==> config.mk <==
export PLATFORM = sky130hd
export DESIGN_NAME = fibonacci_index
export DESIGN_NICKNAME = d
export VERILOG_FILES = /design/src/rtl/fibonacci_index.sv
export SDC_FILE = /design/constraint.sdc
export NUM_CORES = 1
export LEC_CHECK = 0
export BUFFER_PORTS_ARGS = -buffer_cell sky130_fd_sc_hd__buf_2
export CELL_PAD_IN_SITES_DETAIL_PLACEMENT = 2
export CELL_PAD_IN_SITES_GLOBAL_PLACEMENT = 2
export CORE_ASPECT_RATIO = 1.5
export CORE_MARGIN = 2
export CORE_UTILIZATION = 35
export DETAILED_ROUTE_END_ITERATION = 7
export PLACE_DENSITY = 0.72
export SYNTH_ARGS = -nofsm -noshare
export SYNTH_HDL_FRONTEND = slang
export SYNTH_SLANG_ARGS = --single-unit
==> constraint.sdc <==
create_clock -name clk -period 2.2 [get_ports clk]
set_input_delay 0.11 -clock clk [delete_from_list [all_inputs] [get_ports clk]]
set_output_delay 0.11 -clock clk [all_outputs]
set_load 0.02 [all_outputs]
==> src/rtl/fibonacci_index.sv <==
// rtl/fibonacci_index.sv - smallest n (0..31) with F(n) >= value, one Fibonacci step per clock
//
// Ports:
//   clk    rising-edge clock
//   rst    asynchronous active-low reset
//   start  request, sampled only while ready=1
//   value  N-bit unsigned search value, captured with an accepted start
//   ready  high while idle
//   done   one-cycle pulse, results valid
//   index  smallest n with F(n) >= value, saturating at 31
//   found  F(index) == value
//   sat    F(31) < value
module fibonacci_index #(
  parameter int N = 16
) (
  input  logic         clk,
  input  logic         rst,
  input  logic         start,
  input  logic [N-1:0] value,
  output logic         ready,
  output logic         done,
  output logic [4:0]   index,
  output logic         found,
  output logic         sat
);

  // Wide enough for F(31) = 1346269 (21 bits) and for any N-bit value plus
  // one carry, so t0 + t1 cannot wrap before a termination check fires.
  localparam int TW = (N + 1 > 21) ? (N + 1) : 21;

  typedef enum logic [1:0] {
    IDLE   = 2'd0,
    SEARCH = 2'd1,
    DONE   = 2'd2
  } state_t;

  state_t          state;
  logic [N-1:0]    v_reg;
  logic [TW-1:0]   t0;
  logic [TW-1:0]   t1;
  logic [4:0]      n;
  logic [TW-1:0]   v_ext;

  // t1 always holds F(n) while searching.
  assign v_ext = TW'(v_reg);

  assign ready = (state == IDLE);
  assign done  = (state == DONE);

  always_ff @(posedge clk or negedge rst) begin
    if (!rst) begin
      state <= IDLE;
      v_reg <= '0;
      t0    <= '0;
      t1    <= '0;
      n     <= '0;
      index <= '0;
      found <= 1'b0;
      sat   <= 1'b0;
    end else begin
      case (state)
        IDLE: begin
          if (start) begin
            v_reg <= value;
            t0    <= '0;
            t1    <= TW'(1);
            n     <= 5'd1;
            // index keeps the previous result until a new one is written.
            found <= 1'b0;
            sat   <= 1'b0;
            state <= SEARCH;
          end
        end
        SEARCH: begin
          if (v_reg == '0) begin
            index <= 5'd0;
            found <= 1'b1;
            state <= DONE;
          end else if (t1 >= v_ext) begin
            index <= n;
            found <= (t1 == v_ext);
            state <= DONE;
          end else if (n == 5'd31) begin
            index <= 5'd31;
            found <= 1'b0;
            sat   <= 1'b1;
            state <= DONE;
          end else begin
            t0 <= t1;
            t1 <= t0 + t1;
            n  <= n + 5'd1;
          end
        end
        DONE: begin
          state <= IDLE;
        end
        default: begin
          state <= IDLE;
        end
      endcase
    end
  end

endmodule

Word-level counts from Yosys, hierarchy flattened
Index checks and enable logic that the tools add are counted.
W data, S select, Z words.
{ "totals": {"ff_bits": 72, "out_inout_bits": 9, "word_cells": 63} }
{ "op_classes": {"n_addsub": 2, "n_lt_le_gt_ge": 1, "n_eq_ne": 10, "n_mux": 32, "n_reduce_logical": 10} }
{ "op_table": {"columns": ["cell", "count"], "rows": [
  ["$mux W21", 8],
  ["$pmux W21 S2", 2],
  ["$mux W5", 7],
  ["$add A21 B21 Y21", 1],
  ["$eq A21 B16 Y1", 1],
  ["$ge A21 B16 Y1", 1],
  ["$logic_not A16 Y1", 1],
  ["$ne A2 B2 Y1 const B", 5],
  ["$pmux W5 S2", 1],
  ["$reduce_and A5 Y1", 2],
  ["$mux W2", 4],
  ["$mux W1", 7],
  ["$reduce_and A2 Y1", 3],
  ["$add A5 B1 Y5 const B", 1],
  ["$eq A5 B5 Y1 const B", 1],
  ["$ne A4 B4 Y1 const B", 1],
  ["$pmux W1 S2", 2],
  ["$pmux W2 S2", 1],
  ["$reduce_and A3 Y1", 1],
  ["$reduce_bool A3 Y1", 1],
  ["$eq A2 B1 Y1 const B", 1],
  ["$eq A2 B2 Y1 const B", 1],
  ["$logic_not A2 Y1", 1],
  ["$reduce_bool A2 Y1", 1]
]} }

Depth between registers and ports, before layout
{ "logic_depth": {"depth_word": 5, "mapped_depth": 12} }

Worst setup path after synthesis
Ideal clock, no wire load.
{ "synth_path": {"kind": "reg-to-reg", "from": "reg t1[6]", "to": "reg t0[10]", "arrival_time_ns": 2.216, "slack_ns": -0.136, "path_stages_with_launch": 11, "n_path_buf": 2, "synth_period_minus_slack_ns": 2.336, "cell_sequence": "dfrtp_1 ha_1 a21o_1 a21o_1 a21o_1 a221oi_2 and3_1 buf_6 o22ai_4 buf_6 a22o_1"} }
{ "synth_between": {"elab_chain_len": 3} }
{ "synth_lines": {"columns": ["element", "line_no", "text"], "rows": [
  ["start, declared", "40", "logic [TW-1:0] t1;"],
  ["start signal, assigned", "90", "t1 <= t0 + t1;"],
  ["$ge A21 B16 Y1", "79", "end else if (t1 >= v_ext) begin"],
  ["$ne A2 B2 Y1 (no line)", null, null],
  ["$reduce_and A5 Y1 (no line)", null, null],
  ["end signal, assigned", "89", "t0 <= t1;"],
  ["end, declared", "39", "logic [TW-1:0] t0;"]
]} }
No other way between the ends.
A chain may end at the register's enable or synchronous reset.

Worst setup path after layout
{ "layout_path": {"from": "reg v_reg[0]", "to": "reg t1[15]"} }
{ "layout_between": {"elab_chain_len": 3, "elab_cells_between_ends": 5} }
{ "layout_lines": {"columns": ["element", "line_no", "text"], "rows": [
  ["start, declared", "38", "logic [N-1:0] v_reg;"],
  ["start signal, assigned", "64", "v_reg <= value;"],
  ["$ge A21 B16 Y1 or $logic_not A16 Y1 (tied branches)", "79, 75", null],
  ["$ne A2 B2 Y1 (no line)", null, null],
  ["$reduce_and A5 Y1 (no line) *", null, null]
]} }
Mark *: on every way between the ends. The rest lies on a longest branch, timed or not.

==> results.toml <==
[pwr]
power.static_leakage_nw = 3.085
p_int_w = 0.006321
pwr-share-clk_pct = 15.9
switchingPower_w = 0.005634
seqPwrFrac_pct = 19.9
power.density_cell_area_mw_per_mm2 = 1933
p_comb_share_pct = 64.2
worst_ir_drop_vdd_mv = 0.9996
sw_frac_of_total_pct = 47.13

[routing]
wl_per_cell_um = 34.11
routed_via_density = 6.084
post-route-drc-count = 0
drt_iter0_markers = 271
num_vias = 4344
drt_pass1_iterations = 4
drtAntennaViolNets = 0
routed_wirelength_um = 24360

[grt]
largest_net_degree_at_the_start_of_global_routing = 73
grt_pass1_wl_um = 29580
gr-total-overflow = 0
first_global_vias = 4928
track_usage_pct = 32.57
antenna_violations_before_repair = 1

[critical_path]
critPathBufInv = 2
worstPathArrival_ns = 2.99
longest_individual_stage_delay_on_the_worst_path_ns = 0.46
worst_r2r_startpoint = "v_reg[0]$_DFFE_PN0P_"
worstRegToRegCells = 11
critical_path.slowest_cell = "dfrtp_1"
chain_of_cells_forming_the_critical_path = "ha_1 > nand2b_1 > a21oi_2 > o21ai_2 > a221oi_4 > and3_4 > o22ai_4 > buf_12 > buf_16 > nand2_1 > o21ai_1"
worst_reg2reg_endpoint = "t1[15]$_DFFE_PN0P_"
crit_family = "compound AO/OA/AOI/OAI gates"
timing.critical_path.fanout_max = 8
critical_path_class = "flip-flop to flip-flop"
crit_end_category = "flip-flop"
reg2reg_setup_slack_ns = -0.56
cp_launch_type = "flip-flop"
worst-endpoint-required_ns = 2.43

[floorplan]
die_w_um = 92.23
area_enclosed_by_the_die_boundary_mm2 = 0.01257
core_area_mm2 = 0.01147
floorplan.initialDensity_pct = 35.62
die_y_um = 136.3
placement_rows = 48
design.portCount = 28

[finish]
fin_util_pct = 53.92
layout-area-overhead-vs-synth_pct = 51.35
design.final.nets = 616
final_layout_size_suffix_gt1_share_pct = 40.67

[sta]
setup_repair_after_global_routing_missed_its_margin = "true"
slew_headroom_pct = 68.86
setup_viol = 56
fmax_mhz = 362.0
worst_clock_skew_ns = 0.02481
worst-slew-pin-transition_ns = 0.4671
final.hold.worst_slack_ns = 0.01063
final_report_max_slew_violation_count = 0
final_worst_setup_slack_ns = -0.5621
period_minus_slack_ns = 2.762
hold_viol_final = 0
fin_tns_setup_ns = -26.12
fin_crit_sh_pct = 125.6

[placement]
placement.io_buffers = 27
hpwlAfterDp_um = 9659
placer_s_final_routability_congestion_estimate = 0.8226

[synth]
synth.top_cells.by_area = "dfrtp_1 44%, ha_1 12%, o21ai_0 5.6%"
synth-compound-area-share_pct = 21.22
synth-async-reset-ratio_pct = 100.0
yosys_most_used_dff = "dfrtp_1"
yosys_warnings = 0
synth_area_mm2 = 0.004086
synth.cells.most_frequent = "72 x dfrtp_1, 50 x nand2_1, 46 x o21ai_0"
synth_top_family_by_area = "compound AO/OA/AOI/OAI gates"
ys_ff_latch = 72
synth.largest_area_cell = "dfrtp_1"
synth_simple_gate_area_share_pct = 13.84
ys_types = 49
post_synthesis_xor_xnor_area_fraction_pct = 3.644
syn-mean-instance-area_um2 = 9.776
synth_top_area_share_pct = 44.09
netlist_instances = 418
post-synth-top-count-cell = "dfrtp_1"
post_synth_mux_area_share_pct = 0.2756
synth_enable_flop_cells = 0
synth.net_count = 476
adder_cell_area_share_of_the_yosys_netlist_pct = 12.12
synth_sequential_area_ratio_pct = 44.09

[clock_network]
worst_setup_hold_path_clk_slew_ns = 0.09
cts.sinks = 72
clock_latency_ns = 0.37
number_of_clock_buffers_inserted_by_tritoncts = 9
clock-root-buffer = "clkbuf_16"
cts-root-to-sink-buffers = 2
cts_tree = "built"
number_of_h_tree_branching_levels = 3

[min_path]
hold_path_end = "v_reg[4]$_DFFE_PN0P_"
hp-start = "value[4]"
whs_path_depth = 3
timing.hold.worst.class = "input port to flip-flop"

[status]
violated_checks = "setup timing"
status = "complete, but fails checks"

[flow_run]
maxCapViolations = 0
-- worst register-to-register path, delay by kind of cell, from the launching register on --
| family | cells | cell delay [ns] |
|---|---|---|
| fa+ha+maj | 1 | 0.39 |
| compound gates | 5 | 0.85 |
| flops | 1 | 0.46 |
| simple gates | 3 | 0.59 |
| buf+inv | 2 | 0.32 |
-- per-stage QoR --
| step | total power, W | worst slack, ns | instance area [um^2] | std cells |
|---|---|---|---|---|
| final | 0.01195 | -0.5621 | 6185 | 714 |
| after global routing | 0.01222 | -0.5922 | 6185 | 714 |
| after CTS | 0.009596 | -0.3201 | 5774 | 697 |
| after detailed placement | 0.006632 | -0.3861 | 4947 | 659 |
| after global placement | 0.006281 | -0.2620 | 4947 | 659 |
| after floorplan | 0.004757 | -0.08273 | 4095 | 418 |
-- worst max path at each step --
stage                                     from                 end  slack, ns  cells past startpoint
after floorplan              t1[6]$_DFFE_PN0P_   t0[6]$_DFFE_PN0P_      -0.08                     10
after global placement       t1[0]$_DFFE_PN0P_  t1[10]$_DFFE_PN0P_      -0.26                     10
after detailed placement  v_reg[6]$_DFFE_PN0P_   t1[7]$_DFFE_PN0P_      -0.39                     10
after CTS                 v_reg[6]$_DFFE_PN0P_  t0[12]$_DFFE_PN0P_      -0.32                     11
after global routing         t1[3]$_DFFE_PN0P_  t1[14]$_DFFE_PN0P_      -0.59                     11
final                     v_reg[0]$_DFFE_PN0P_  t1[15]$_DFFE_PN0P_      -0.56                     11
-- kinds of logic after synthesis --
group	after synthesis
AND/OR/NAND/NOR	119
multiplexers	1
XOR/XNOR	17
buffers and inverters	38
flip-flops	72
adder cells (fa/ha/maj)	39
AO/OA/AOI/OAI	132
-- cell type report --
type / instances / area [um^2]
multi-input cells: 308 / 2514
well taps: 150 / 187.7
diodes: 1 / 2.502
clock inverters: 6 / 112.6
flip-flops and latches: 72 / 1803
clock buffers: 10 / 239.0
repair buffers: 143 / 1234
fillers: 1141 / 5286
inverters: 24 / 92.59
-- power by group through the flow --
stage | Sequential (W) | Combinational [W] | Clock (W)
2_1_floorplan | 0.00213 | 0.00263 | 0
3_3_place_gp | 0.00214 | 0.00414 | 0
3_5_place_dp | 0.00218 | 0.00446 | 0
4_1_cts | 0.00220 | 0.00559 | 0.00181
5_1_grt | 0.00240 | 0.00788 | 0.00195
6_report | 0.00238 | 0.00768 | 0.00190
-- routing by layer --
layer	vias up	part of all wire, %	GRT usage (%)
li1	1782	-	-
met1	2225	35	32.62
met2	208	51	60.99
met3	129	4.9	6.541
met4	0	8.6	20.15
met5	-	0	0
-- repair_timing --
action / 4_1_cts / 5_1_grt
hold buffers: 12 / 0
hold endpoints to repair: 83 / 0
pin swaps: 18 / 10
buffers inserted: 9 / 13
endpoints found under the setup margin: 56 / 56
cloned: 2 / 4
gates resized for setup: 51 / 53
-- layout by cell type (no fill, tap or decap), types with 3 or more instances in the layout --
cell	instances
buf_4	86
dfrtp_1	71
nand2_1	39
ha_1	31
o21ai_0	29
buf_2	27
inv_1	17
a21oi_1	15
xor2_1	15
nor2_1	13
a22o_1	13
o21ai_2	12
clkbuf_16	12
dlygate4sd3_1	12
a21o_1	11
nand2_4	9
and2_1	8
a21oi_2	8
o21ai_1	8
nand3_1	7
nor2_4	7
ha_4	7
inv_2	6
nand4_1	6
nand2b_1	6
buf_12	6
buf_6	6
nor2b_1	3
nor4_1	3
a22o_4	3
o21a_1	3
o31a_1	3
a22o_2	3
nor3_1	3
bufinv_16	3
No activity file was read; power rests on OpenSTA's default activity.
